## config.mk

```make
export PLATFORM = sky130hd
export DESIGN_NAME = bcd_scan_counter
export DESIGN_NICKNAME = d
export VERILOG_FILES = /design/src/rtl/bcd_scan_counter.sv
export SDC_FILE = /design/constraint.sdc
export NUM_CORES = 1
export LEC_CHECK = 0
export ABC_AREA = 0
export BUFFER_PORTS_ARGS = -buffer_cell sky130_fd_sc_hd__buf_2
export CAP_MARGIN = 10
export CORE_MARGIN = 2
export CORE_UTILIZATION = 55
export CTS_CLUSTER_DIAMETER = 60
export CTS_CLUSTER_SIZE = 14
export DETAILED_ROUTE_END_ITERATION = 12
export GPL_ROUTABILITY_DRIVEN = 0
export MAX_ROUTING_LAYER = met4
export PLACE_DENSITY = 0.77
export SKIP_CTS_REPAIR_TIMING = 1
export SYNTH_ARGS = -nofsm -noshare
export SYNTH_HDL_FRONTEND = slang
export SYNTH_SLANG_ARGS = --single-unit
```

## constraint.sdc

```tcl
create_clock -name clk_in -period 4.6 [get_ports clk_in]
set_input_delay 0.92 -clock clk_in [delete_from_list [all_inputs] [get_ports clk_in]]
set_output_delay 0.92 -clock clk_in [all_outputs]
set_load 0.02 [all_outputs]
```

## src/rtl/bcd_scan_counter.sv

```systemverilog
// BCD up/down counter stepped by rising edges of a divided tick, time-multiplexed onto a seven-segment display.
// Optional build macro: LEADING_ZERO_BLANK_EN (blanks leading zero digits above digit 0).
module bcd_scan_counter #(
    parameter int DIGITS     = 4,
    parameter int SCAN_DIV   = 100000,
    parameter bit ACTIVE_LOW = 1'b1
) (
    input  logic                  clk_in,
    input  logic                  rst,
    input  logic                  tick_in,
    input  logic                  en,
    input  logic                  up_down,
    input  logic                  clear,
    output logic [4*DIGITS-1:0]   count_bcd,
    output logic                  wrap,
    output logic [6:0]            seg,
    output logic [DIGITS-1:0]     an
);

    localparam int IDX_W  = (DIGITS > 1) ? $clog2(DIGITS) : 1;
    localparam int SCAN_W = $clog2(SCAN_DIV);

    logic                tick_q;
    logic                step;
    logic [SCAN_W-1:0]   scan_cnt;
    logic [IDX_W-1:0]    idx;

    logic [4*DIGITS-1:0] inc_val;
    logic [4*DIGITS-1:0] dec_val;
    logic                inc_carry;
    logic                dec_borrow;
    logic [4*DIGITS-1:0] count_nxt;
    logic                wrap_nxt;

    logic [3:0]          sel_digit;
    logic [DIGITS-1:0]   blank_mask;
    logic [DIGITS-1:0]   an_onehot;
    logic [6:0]          seg_raw;

    // Active-high {g,f,e,d,c,b,a}; non-decimal codes decode to blank.
    function automatic logic [6:0] seg7(input logic [3:0] d);
        case (d)
            4'd0:    seg7 = 7'b0111111;
            4'd1:    seg7 = 7'b0000110;
            4'd2:    seg7 = 7'b1011011;
            4'd3:    seg7 = 7'b1001111;
            4'd4:    seg7 = 7'b1100110;
            4'd5:    seg7 = 7'b1101101;
            4'd6:    seg7 = 7'b1111101;
            4'd7:    seg7 = 7'b0000111;
            4'd8:    seg7 = 7'b1111111;
            4'd9:    seg7 = 7'b1101111;
            default: seg7 = 7'b0000000;
        endcase
    endfunction

    assign step = tick_in & ~tick_q;

    // Ripple increment/decrement; carry/borrow out of the top digit is the wrap condition.
    always_comb begin
        inc_val    = count_bcd;
        dec_val    = count_bcd;
        inc_carry  = 1'b1;
        dec_borrow = 1'b1;
        for (int i = 0; i < DIGITS; i++) begin
            if (inc_carry) begin
                if (count_bcd[4*i +: 4] >= 4'd9) begin
                    inc_val[4*i +: 4] = 4'd0;
                end else begin
                    inc_val[4*i +: 4] = count_bcd[4*i +: 4] + 4'd1;
                    inc_carry         = 1'b0;
                end
            end
            if (dec_borrow) begin
                if (count_bcd[4*i +: 4] == 4'd0) begin
                    dec_val[4*i +: 4] = 4'd9;
                end else if (count_bcd[4*i +: 4] > 4'd9) begin
                    dec_val[4*i +: 4] = 4'd9;
                    dec_borrow        = 1'b0;
                end else begin
                    dec_val[4*i +: 4] = count_bcd[4*i +: 4] - 4'd1;
                    dec_borrow        = 1'b0;
                end
            end
        end
    end

    always_comb begin
        count_nxt = count_bcd;
        wrap_nxt  = 1'b0;
        if (clear) begin
            count_nxt = '0;
        end else if (step && en) begin
            if (up_down) begin
                count_nxt = inc_val;
                wrap_nxt  = inc_carry;
            end else begin
                count_nxt = dec_val;
                wrap_nxt  = dec_borrow;
            end
        end
    end

    always_comb begin
        sel_digit = 4'd0;
        an_onehot = '0;
        for (int i = 0; i < DIGITS; i++) begin
            an_onehot[i] = (idx == IDX_W'(i));
            if (idx == IDX_W'(i)) begin
                sel_digit = count_nxt[4*i +: 4];
            end
        end
    end

`ifdef LEADING_ZERO_BLANK_EN
    // A digit above 0 is blank when it and every higher digit are zero.
    always_comb begin
        logic hi_zero;
        hi_zero    = 1'b1;
        blank_mask = '0;
        for (int i = DIGITS - 1; i >= 0; i--) begin
            hi_zero = hi_zero & (count_nxt[4*i +: 4] == 4'd0);
            if (i > 0) begin
                blank_mask[i] = hi_zero;
            end
        end
    end
`else
    assign blank_mask = '0;
`endif

    always_comb begin
        seg_raw = seg7(sel_digit);
        for (int i = 0; i < DIGITS; i++) begin
            if (idx == IDX_W'(i) && blank_mask[i]) begin
                seg_raw = 7'b0000000;
            end
        end
    end

    always_ff @(posedge clk_in) begin
        if (rst) begin
            tick_q    <= 1'b0;
            count_bcd <= '0;
            wrap      <= 1'b0;
        end else begin
            tick_q    <= tick_in;
            count_bcd <= count_nxt;
            wrap      <= wrap_nxt;
        end
    end

    // Scan timing free-runs independent of the counting controls.
    always_ff @(posedge clk_in) begin
        if (rst) begin
            scan_cnt <= '0;
            idx      <= '0;
        end else if (scan_cnt == SCAN_W'(SCAN_DIV - 1)) begin
            scan_cnt <= '0;
            idx      <= (idx == IDX_W'(DIGITS - 1)) ? '0 : idx + 1'b1;
        end else begin
            scan_cnt <= scan_cnt + 1'b1;
        end
    end

    always_ff @(posedge clk_in) begin
        if (rst) begin
            an  <= ACTIVE_LOW ? '1 : '0;
            seg <= ACTIVE_LOW ? 7'b1111111 : 7'b0000000;
        end else begin
            an  <= ACTIVE_LOW ? ~an_onehot : an_onehot;
            seg <= ACTIVE_LOW ? ~seg_raw : seg_raw;
        end
    end

endmodule

```

== Word-level counts from Yosys, hierarchy flattened ==
Memory sizes are Yosys's and may differ from the RTL's.
Index checks and enable logic that the tools add are counted.

* Register bits after elaboration: 48
* ROM bits: 112
* Bits of input ports: 6
* Output and inout bits: 28
* Memories: 1

{| class="wikitable"
|+ Memories
! name !! words !! width !! read ports !! clocked after Yosys merged registers in !! wr ports !! RTL line !! source
|-
| (no name shown) || 16 || 7 || 1 || 0 || 0 || 42 || <nowiki>case (d)</nowiki>
|}

* Add/sub/neg operators: 10
* Order comparisons: 8
* Equal/unequal tests: 4
* Multiplexer cells: 41
* Bitwise operators: 5
* Reductions and logical operators: 8

{| class="wikitable"
|+ Operators by type and width
! kind !! number
|-
| 4-bit 2-to-1 mux || 22
|-
| 16-bit 2-to-1 mux || 3
|-
| 17-bit by 1-bit adder with 17-bit output, second input constant || 1
|-
| 17-bit == test, second input constant || 1
|-
| 4-bit by 1-bit adder with 4-bit output, second input constant || 4
|-
| 4-bit greater-or-equal comparator, second input constant || 4
|-
| 4-bit > comparator, second input constant || 4
|-
| 4-bit logical NOT || 4
|-
| 4-bit by 1-bit subtractor with 4-bit output, second input constant || 4
|-
| 1-bit 2-to-1 mux || 15
|-
| 7-bit inverter || 1
|-
| 2-bit == test, second input constant || 2
|-
| 4-bit inverter || 1
|-
| 3-bit OR reduction || 1
|-
| 2-bit by 1-bit adder with 2-bit output, second input constant || 1
|-
| 2-bit by 1-bit == test with 1-bit output, second input constant || 1
|-
| 2-bit logical NOT || 1
|-
| 2-bit 2-to-1 mux || 1
|-
| 1-bit inverter || 2
|-
| 2-bit OR reduction || 1
|-
| 1-bit bitwise AND || 1
|-
| 1-bit logical AND || 1
|}

== Depth between registers and ports, before layout ==
An unclocked memory read counts as a cell.

* Word-level depth: 14
* Depth in mapped cells: 13

== Worst setup path before layout ==
Ideal clock, no wire load.

* Kind: input -> register
* Start: input up_down
* End: register seg[3]
* Library setup time: 0.122 ns
* Arrival: 3.286 ns
* Required time: 4.478 ns
* Setup slack: 1.192 ns
* Stages on the path: 9
* Path buffers: 0
* Cells stage by stage: or4b_2 -> or4_1 -> o21ai_0 -> a311oi_1 -> a2bb2oi_1 -> a31o_2 -> ha_1 -> inv_1 -> o32a_1

* Longest elaborated chain between the ends: 9

{| class="wikitable"
|+ RTL lines
! element !! RTL line !! source
|-
| from (decl) || 12 || <nowiki>input logic up_down,</nowiki>
|-
| 16-bit 2-to-1 mux (*) || 94 || <nowiki>if (up_down) begin</nowiki>
|-
| 16-bit 2-to-1 mux (*) || 93 || <nowiki>end else if (step && en) begin</nowiki>
|-
| 16-bit 2-to-1 mux (*) || 91 || <nowiki>if (clear) begin</nowiki>
|-
| 4-bit 2-to-1 mux (3 in a row) || 109 || <nowiki>if (idx == IDX_W'(i)) begin</nowiki>
|-
| 4-bit 2-to-1 mux (*) || 109 ||
|-
| memory 16 x 7 bit (*) || -- ||
|-
| 7-bit inverter (*) || 172 || <nowiki>seg <= ACTIVE_LOW ? ~seg_raw : seg_raw;</nowiki>
|-
| to (signal assigned) || 169 || <nowiki>seg <= ACTIVE_LOW ? 7'b1111111 : 7'b0000000;</nowiki>
|-
| to (signal assigned) || 172 ||
|-
| to (decl) || 16 || <nowiki>output logic [6:0] seg,</nowiki>
|}

Mark *: on every way between the ends. The rest lies on a longest branch, timed or not.
A chain may end at the register's enable or synchronous reset.

== Worst setup path in the final report ==
* Start: input up_down
* End: register seg[0]

The elaborated chain is that of the path after synthesis.

==> impl_metrics.py <==
metrics = {
    "cells_and_area": {
        "final_core_util_pct": 60.9,
        "final_cell_mix": "52 x nor2_1, 48 x dfxtp_1, 33 x buf_2",
        "fin_cells": 504,
        "synthToLayoutAreaGrowth_pct": 8.91,
        "multi_input_area_um2": 2120,
        "drive_gt1_share_pct": 13.8,
        "nets": 459,
        "fillers": 515,
        "layout_commonest_cell": "nor2_1",
        "register_area_um2": 961,
        "design_area_um2": 3560,
        "num_antenna_cells": 0,
    },
    "floorplanning": {
        "die_w_um": 81.1,
        "die-area_um2": 6580,
        "coreArea_um2": 5850,
        "placementRows": 28,
        "start_util_pct": 55.9,
        "io_pins": 34,
        "die_h_um": 81.1,
    },
    "drt": {
        "dr.pass1.iters": 5,
        "drc": 0,
        "drt-total-wl_um": 7970,
        "drt_iter0_markers": 350,
        "via_per_inst": 6.21,
        "detail-route-antenna-nets": 0,
        "via_count": 3132,
        "wire_per_inst_um": 15.8,
    },
    "logic_synthesis": {
        "ys_seq_area_share_pct": 29.4,
        "ys_ff_latch": 48,
        "synth_nets": 436,
        "synth_edf_count": 0,
        "synthFlopType": "dfxtp_1",
        "syn-cell-area_um2": 3270,
        "ys_types": 66,
        "synthArstFlopShare_pct": 0,
        "netlist_instances": 405,
        "synth_warnings": 0,
        "syn_area_per_cell_um2": 8.08,
    },
    "setup_path": {
        "crit_type": "input pin to flop",
        "crit_fanout": 23,
        "startpoint": "up_down",
        "crit_slowest_cell": "or4b_2",
        "start_kind": "input pin",
        "required_ps": 4800,
        "end_kind": "flop",
        "critical_path.cell_chain": "buf_2 -> or4b_2 -> nor2_1 -> a211oi_1 -> a311oi_1 -> a2bb2oi_1 -> a31o_2 -> inv_1 -> ha_1 -> mux2_2 -> o32a_1",
        "r2r_slack_ps": 1070,
        "cp_slowest_stage_delay_ps": 720,
        "crit-reg2reg-launch": "count_bcd[4]",
        "crit_arrival_ps": 3750,
    },
    "pwr": {
        "seq_power_share_pct": 50.7,
        "finalPower_mw": 0.866,
        "power_frac_comb_pct": 17.7,
        "p_sw_share_pct": 29.6,
        "p_sw_mw": 0.256,
        "pwr-share-clk_pct": 31.5,
        "p_int_mw": 0.610,
        "power_leakage_nw": 1.39,
        "pwr_density_cell_nw_per_um2": 243,
        "ir_drop_uv": 186,
    },
    "timing": {
        "maxSlewViolCount": 0,
        "fin_crit_ps": 3550,
        "fin_skew_ps": 8.81,
        "hold_viol_final": 0,
        "rsz0062_at_grt": "no",
        "tightest_slew_ps": 808,
        "tns_ps": 0,
        "post-route-period-util_pct": 77.3,
        "report.final.setup_viol": 0,
        "whs_ps": 471,
        "timing.final.ws_setup_ps": 1050,
        "max_slew_margin_pct": 46.0,
        "fmax_mhz": 281,
    },
    "placement": {
        "post-place-cells": 496,
        "post-place-ws_ps": 804,
        "dp_hpwl_um": 5720,
        "place_area_um2": 3470,
        "port_buffers": 33,
    },
    "grt": {
        "antenna_found_initial": 0,
        "grt.total_usage_pct": 25.7,
        "grt_max_degree": 24,
        "grt_pass1_wl_um": 13000,
        "grt_overflow": 0,
        "grt_pass1_vias": 2754,
    },
    "worst_hold_path": {
        "hp-class": "flop to flop",
        "hold_start": "scan_cnt[0]",
    },
    "run_status": {
        "status": "complete, no violations",
    },
    "cts": {
        "cts_sinks": 48,
        "ctsHtreeMaxLevel": 2,
        "cts.path.max_buffers": 2,
        "cts_buffers": 5,
        "clkSlewWorstSetupHoldPaths_ps": 90,
        "root_buffer": "clkbuf_8",
        "clkLatencyLatePin_ps": 310,
        "cts_tree": "yes",
    },
    "flow_run": {
        "max_cap_viol_count": 0,
    },
}
-- state kept, by name, indices dropped and copies added, names as in the netlist --
signal,flops
scan_cnt,17
count_bcd,16
seg,7
an,4
wrap,1
tick_q,1
idx,2
-- worst max-delay path: cells and delay by family --
family,cells,cell delay [ps]
adders and majority gates,1,190
AOI/OAI and AO/OA,5,1040
and+or+nand+nor,2,1020
muxes,1,270
buffers and inverters,2,310
-- final cells by class --
class	instances	share of cell area, %
Clock buffer	6	2.32
Clock inverter	2	0.386
Inverter	29	3.05
Multi-Input combinational cell	309	59.6
Sequential cell	48	27.0
Tap cell	75	2.63
Timing Repair Buffer	35	5.05
-- power by group through the flow --
stage / Clock [mW] / Sequential (mW) / Combinational [mW]
2_1_floorplan: 0 / 0.457 / 0.104
3_3_place_gp: 0 / 0.449 / 0.148
3_5_place_dp: 0 / 0.449 / 0.150
4_1_cts: 0.276 / 0.439 / 0.151
5_1_grt: 0.291 / 0.441 / 0.168
6_report: 0.273 / 0.439 / 0.153
-- routing by layer --
layer | GRT usage [%] | wire length, um | vias up
met4 | 8.14 | 130 | 0
met5 | - | 0 | -
met2 | 40.4 | 3730 | 123
li1 | - | - | 1514
met3 | 3.11 | 493 | 13
met1 | 34.6 | 3610 | 1482
-- final timing paths --
kind | to | cells past startpoint
hold / removal | scan_cnt[0] | 1
setup / recovery | seg[0] | 11
setup reg to reg | seg[4] | 12
hold reg to reg | scan_cnt[0] | 1
-- kinds of logic after synthesis --
group / count (synthesis) / synth area share [%]
AO/OA/AOI/OAI: 86 / 20.0
XOR/XNOR: 16 / 4.28
adder cells (fa/ha/maj): 25 / 9.56
buffers and inverters: 48 / 5.73
flip-flops: 48 / 29.4
multiplexers: 8 / 2.48
AND/OR/NAND/NOR: 174 / 28.6
-- cells in the mapped netlist (6+ instances only) --
master / n / share of area [%]
xor2_1: 8 / 2.1
inv_1: 29 / 3.3
buf_2: 6 / 0.92
mux2i_1: 7 / 2.1
clkbuf_1: 11 / 1.3
or3_1: 6 / 1.1
nand3_1: 17 / 2.6
dfxtp_1: 48 / 29
nor3b_1: 7 / 1.6
nor3_1: 13 / 2.0
nand2b_1: 9 / 1.7
xnor2_1: 8 / 2.1
nand4_1: 7 / 1.3
ha_1: 25 / 9.6
nand2_1: 22 / 2.5
nor2_1: 52 / 6.0
a21oi_1: 14 / 2.1
o21ai_0: 11 / 1.7
(Power assumes the default switching activity.)
